$ cat src/rtl/wm_cycle_ctrl.sv
// wm_cycle_ctrl
//   Washing-machine programme sequencer. It steps through
//   FILL -> WASH -> DRAIN -> RINSE (1 + repeat passes) -> DRY -> DONE.
//   Each phase is timed by counting an external 1 s strobe.
//   The block drives the panel LEDs and the water valve and drain pump enables.
//
// Parameters
//   T_FILL   base fill time in seconds, scaled by (level + 1)
//   T_WASH   wash time in seconds
//   T_DRAIN  drain time in seconds
//   T_RINSE  time per rinse pass in seconds
//   T_DRY    spin/dry time in seconds
//   CW       width of the seconds counter (3 x every T_* must fit)
//
// Ports
//   clk, rst        clock, synchronous active-high reset
//   tick_1s         one-clk strobe per second
//   start, stop     one-clk pulses: start a programme / abort to idle
//   pause           level; freezes timing and shuts the actuators off
//   water_level     0 low, 1 mid, 2/3 high (latched at start)
//   temp_sel        0 cold, 1 hot, 2 hot+cold, 3 cold (latched at start)
//   repeat_cnt      extra rinse passes (latched at start)
//   led_wash/led_rinse/led_dry  phase LEDs: blinking = active,
//                   solid = complete (or active and paused)
//   led_repeat      in RINSE while more rinse passes remain
//   valve_hot/valve_cold/drain_on  actuator enables
//   busy, done      programme running / programme finished
//   remain_sec      seconds left in the current phase
module wm_cycle_ctrl #(
  parameter int T_FILL  = 2,
  parameter int T_WASH  = 600,
  parameter int T_DRAIN = 60,
  parameter int T_RINSE = 300,
  parameter int T_DRY   = 420,
  parameter int CW      = 12
) (
  input  logic          clk,
  input  logic          rst,
  input  logic          tick_1s,
  input  logic          start,
  input  logic          pause,
  input  logic          stop,
  input  logic [1:0]    water_level,
  input  logic [1:0]    temp_sel,
  input  logic [1:0]    repeat_cnt,
  output logic          led_wash,
  output logic          led_rinse,
  output logic          led_dry,
  output logic          led_repeat,
  output logic          valve_hot,
  output logic          valve_cold,
  output logic          drain_on,
  output logic          busy,
  output logic          done,
  output logic [CW-1:0] remain_sec
);

  typedef enum logic [2:0] {
    S_IDLE, S_FILL, S_WASH, S_DRAIN, S_RINSE, S_DRY, S_DONE
  } state_t;

  state_t        state, state_n;
  logic [CW-1:0] remain_n;
  logic [1:0]    rinse_left, rinse_n;
  logic [1:0]    temp_q, temp_n;
  logic          blink, blink_n;

  logic led_wash_n, led_rinse_n, led_dry_n, led_repeat_n;
  logic valve_hot_n, valve_cold_n, drain_on_n, busy_n, done_n;

  // Fill time grows with the requested water level; levels 2 and 3 are both "high".
  function automatic logic [CW-1:0] fill_time(input logic [1:0] wl);
    int lvl;
    lvl = (wl > 2'd2) ? 2 : int'(wl);
    return CW'(T_FILL * (lvl + 1));
  endfunction

  // Duration loaded on entry to a phase; DONE and IDLE show zero.
  function automatic logic [CW-1:0] phase_time(input state_t s);
    case (s)
      S_WASH:  return CW'(T_WASH);
      S_DRAIN: return CW'(T_DRAIN);
      S_RINSE: return CW'(T_RINSE);
      S_DRY:   return CW'(T_DRY);
      default: return '0;
    endcase
  endfunction

  // Next-state / countdown. stop beats everything except rst; a start in
  // IDLE/DONE swallows a coincident tick.
  always_comb begin
    state_n  = state;
    remain_n = remain_sec;
    rinse_n  = rinse_left;
    temp_n   = temp_q;
    blink_n  = blink;
    if (stop) begin
      state_n  = S_IDLE;
      remain_n = '0;
      blink_n  = 1'b0;
    end else if (state == S_IDLE || state == S_DONE) begin
      if (start) begin
        state_n  = S_FILL;
        remain_n = fill_time(water_level);
        rinse_n  = repeat_cnt;
        temp_n   = temp_sel;
        blink_n  = 1'b0;
      end
    end else if (!pause && tick_1s) begin
      if (remain_sec == CW'(1)) begin
        blink_n = 1'b0;
        case (state)
          S_FILL:  state_n = S_WASH;
          S_WASH:  state_n = S_DRAIN;
          S_DRAIN: state_n = S_RINSE;
          S_RINSE: begin
            if (rinse_left != 2'd0) rinse_n = rinse_left - 2'd1;
            else                    state_n = S_DRY;
          end
          S_DRY:   state_n = S_DONE;
          default: state_n = S_IDLE;
        endcase
        // A repeated rinse pass reloads T_RINSE because state_n stays RINSE.
        remain_n = phase_time(state_n);
      end else begin
        remain_n = remain_sec - CW'(1);
        blink_n  = ~blink;
      end
    end
  end

  // Outputs are decoded from the next state so they register alongside it.
  always_comb begin
    logic act;
    act          = pause | ~blink_n;
    led_wash_n   = 1'b0;
    led_rinse_n  = 1'b0;
    led_dry_n    = 1'b0;
    led_repeat_n = 1'b0;
    valve_hot_n  = 1'b0;
    valve_cold_n = 1'b0;
    drain_on_n   = 1'b0;
    busy_n       = 1'b0;
    done_n       = 1'b0;
    case (state_n)
      S_FILL: begin
        led_wash_n   = act;
        valve_hot_n  = ~pause & ((temp_n == 2'd1) | (temp_n == 2'd2));
        valve_cold_n = ~pause & (temp_n != 2'd1);
        busy_n       = 1'b1;
      end
      S_WASH: begin
        led_wash_n = act;
        busy_n     = 1'b1;
      end
      S_DRAIN: begin
        led_wash_n = 1'b1;
        drain_on_n = ~pause;
        busy_n     = 1'b1;
      end
      S_RINSE: begin
        led_wash_n   = 1'b1;
        led_rinse_n  = act;
        led_repeat_n = (rinse_n != 2'd0);
        busy_n       = 1'b1;
      end
      S_DRY: begin
        led_wash_n  = 1'b1;
        led_rinse_n = 1'b1;
        led_dry_n   = act;
        drain_on_n  = ~pause;
        busy_n      = 1'b1;
      end
      S_DONE: begin
        led_wash_n  = 1'b1;
        led_rinse_n = 1'b1;
        led_dry_n   = 1'b1;
        done_n      = 1'b1;
      end
      default: ;
    endcase
  end

  // Register boundary: state, counters, config latches and all outputs.
  always_ff @(posedge clk) begin
    if (rst) begin
      state      <= S_IDLE;
      remain_sec <= '0;
      rinse_left <= '0;
      temp_q     <= '0;
      blink      <= 1'b0;
      led_wash   <= 1'b0;
      led_rinse  <= 1'b0;
      led_dry    <= 1'b0;
      led_repeat <= 1'b0;
      valve_hot  <= 1'b0;
      valve_cold <= 1'b0;
      drain_on   <= 1'b0;
      busy       <= 1'b0;
      done       <= 1'b0;
    end else begin
      state      <= state_n;
      remain_sec <= remain_n;
      rinse_left <= rinse_n;
      temp_q     <= temp_n;
      blink      <= blink_n;
      led_wash   <= led_wash_n;
      led_rinse  <= led_rinse_n;
      led_dry    <= led_dry_n;
      led_repeat <= led_repeat_n;
      valve_hot  <= valve_hot_n;
      valve_cold <= valve_cold_n;
      drain_on   <= drain_on_n;
      busy       <= busy_n;
      done       <= done_n;
    end
  end

endmodule
$ cat config.mk
export PLATFORM = sky130hd
export DESIGN_NAME = wm_cycle_ctrl
export DESIGN_NICKNAME = d
export VERILOG_FILES = /design/src/rtl/wm_cycle_ctrl.sv
export SDC_FILE = /design/constraint.sdc
export NUM_CORES = 1
export LEC_CHECK = 0
export ABC_AREA = 1
export CORE_MARGIN = 8
export CORE_UTILIZATION = 55
export DETAILED_ROUTE_END_ITERATION = 10
export PLACE_DENSITY = 0.83
export SETUP_SLACK_MARGIN = 0.02
export SYNTH_ARGS = -nofsm -noshare
export SYNTH_HDL_FRONTEND = slang
export SYNTH_SLANG_ARGS = --single-unit
export TNS_END_PERCENT = 30
$ cat constraint.sdc
create_clock -name clk -period 3.1 [get_ports clk]
set_input_delay 0.62 -clock clk [delete_from_list [all_inputs] [get_ports clk]]
set_output_delay 0.62 -clock clk [all_outputs]
set_load 0.005 [all_outputs]
==> reports/metrics.csv <==
metric,value,unit
status,completed,
fillers,309,
hp-class,flop to flop,
grt_use_total,0.181,
pin_count,33,
start_util,0.564,
drt-total-wl,4.57,mm
synth.distinct_cells,36,
cpPeakStageDelay,490,ps
rsz0062_at_grt,false,
syn_inst,281,
yosysWarningCount,0,
synthFlopType,dfxtp_1,
start_kind,input port,
port_buffers,32,
critPathRequiredTime,3370,ps
drtIter0Drc,168,
fin_skew,10.6,ps
synthTopCellsByCount,"62 x nand2_1, 37 x inv_1, 29 x dfxtp_1",
core,3310,um^2
grt_max_degree,14,
nets,332,
timing.fmax,0.437,GHz
path_class,input port to flop,
whs,512,ps
clock_sink_count,29,
drt-pass1-iter-count,5,
num_antenna_cells,0,
clk_latency,330,ps
critPathMostFrequentCell,nand2_1,
holdBufCountCts,0,
wl_per_cell,12.6,um
ys_seq_area_frac,0.311,
cts_setup_buffers,0,
cp-end-kind,flop,
maxCapViolations,0,
powerDensity,441,nW/um^2
critPathSlowestCell,clkdlybuf4s50_1,
syn_area,1870,um^2
ys_async_sr_fraction,0,
clk_pin_slew,100,ps
dr_total_vias,1877,
yosys-top-cells-area,"dfxtp_1 31%, nand2_1 12%, inv_1 7.4%, nor2_1 5.4%, nand3_1 5.4%",
ant_nets,0,
synth_edf_count,0,
period_share,0.738,
cts_root_buffer,clkbuf_4,
drt-vias-per-instance,5.16,
ys_seq_elements,29,
vdd_drop_max,0.295,mV
antenna_found_initial,0,
setup-violations-final,0,
die_h,74.3,um
grt_pass1_vias,1782,
row_count,21,
power.leakage,1.02,nW
cts_tree,built,
synthMostInstantiatedCell,nand2_1,
worstPathArrival,2560,ps
gp_congestion,0.900,
post-route-min-period,2290,ps
cts_made_buffers,5,
worst_pin_slew,616,ps
grt_pass1_wl,7.91,mm
crit_chain,"clkdlybuf4s50_1, nor2_1, inv_1, nor2_2, nand2_1, inv_1, o21ai_1, nand2_1, nand2_1, a21oi_1",
synth.top_cell.area_share,0.311,
path_max_fanout,6,
p_total,1.02,mW
yosysTopAreaCell,dfxtp_1,
die-area,5510,um^2
slew_violations,0,
place_hpwl,3.50,mm
htree_num_levels,2,
max-slew-margin-rel,0.588,
cts_resized,0,
syn_area_per_cell,6.64,um^2
fin_setup_tns,0,ps
hold_viol,0,
globalRouteOverflowTotal,0,
cts_buffer_depth,2,
syn_to_final_growth,23.6,%
syn_nets,296,
final_layout_size_suffix_gt1_frac,0.145,
drc,0,
die_w,74.3,um
==> critical path: cells and delay by family <==
kind,cells,cell delay (ps)
and+or+nand+nor,5,910
buffers and inverters,3,820
AOI/OAI and AO/OA,2,210
==> cell usage in the layout (no fill, tap or decap), drive strengths merged <==
cell type       n
nand2          74
inv            47
nor2           37
clkdlybuf4s50  32
dfxtp          29
nand3          23
a21oi          20
o21ai          19
nor3            9
clkbuf          7
nand4           3
ha              3
a31oi           2
xor2            2
o211ai          2
nand3b          2
mux2i           1
o31ai           1
o221ai          1
o311ai          1
a21boi          1
o22ai           1
bufinv          1
==> sequential cells by signal, summed over array words and instances (netlist names) <==
| signal | count |
|---|---|
| drain_on | 1 |
| temp_q | 2 |
| led_dry | 1 |
| led_repeat | 1 |
| rinse_left | 2 |
| state | 3 |
| remain_sec | 12 |
| blink | 1 |
| done | 1 |
| valve_hot | 1 |
| led_rinse | 1 |
| valve_cold | 1 |
| busy | 1 |
| led_wash | 1 |
==> per-layer routing <==
layer | vias to the layer above | global-route usage | wire (um)
met2 | 51 | 0.311 | 2310
li1 | 974 | - | -
met5 | - | 0 | 0
met3 | 4 | 0.0566 | 255
met1 | 848 | 0.210 | 1980
met4 | 0 | 0.0543 | 25
==> worst paths after layout <==
kind,endpoint,depth (start not counted),start,slack [ps]
worst max-delay path,remain_sec[11]$_SDFFE_PP0P_,10,pause,810
worst min-delay path,remain_sec[0]$_SDFFE_PP0P_,1,remain_sec[0]$_SDFFE_PP0P_,510
worst max register to register,led_wash$_SDFF_PP0_,12,remain_sec[0]$_SDFFE_PP0P_,1120
worst min register to register,remain_sec[0]$_SDFFE_PP0P_,1,remain_sec[0]$_SDFFE_PP0P_,510
==> layout make-up <==
cell class	instances	area, um^2	area share
tap	46	57.6	0.0249
timing repair buffer	32	320	0.139
inverter	47	179	0.0775
clock inverter	1	30.0	0.0130
sequential	29	581	0.252
clock buffer	7	55.1	0.0239
multi-input combinational	202	1080	0.470
==> logic make-up after synthesis <==
kind of cell    after synthesis  share of synthesized area
mux                           1                    0.00536
compound gates               48                      0.146
xor+xnor                      2                    0.00939
buf+inv                      50                      0.108
fa+ha+maj                     3                     0.0201
simple gates                148                      0.400
flops                        29                      0.311
==> per-stage QoR <==
step | instances | instance area (um^2) | setup WS, ps | utilization
6_report | 364 | 2310 | 813 | 0.697
4_1_cts | 364 | 2310 | 860 | 0.697
3_5_place_dp | 356 | 2220 | 510 | 0.671
2_1_floorplan | 281 | 1870 | 1370 | -
5_1_grt | 364 | 2310 | 661 | 0.697
3_3_place_gp | 356 | 2220 | 554 | 0.671
==> power breakdown <==
group | switching (mW) | internal [mW]
sequential | 0.0175 | 0.393
combinational | 0.167 | 0.107
clock | 0.140 | 0.193
(Power assumes the default switching activity.)
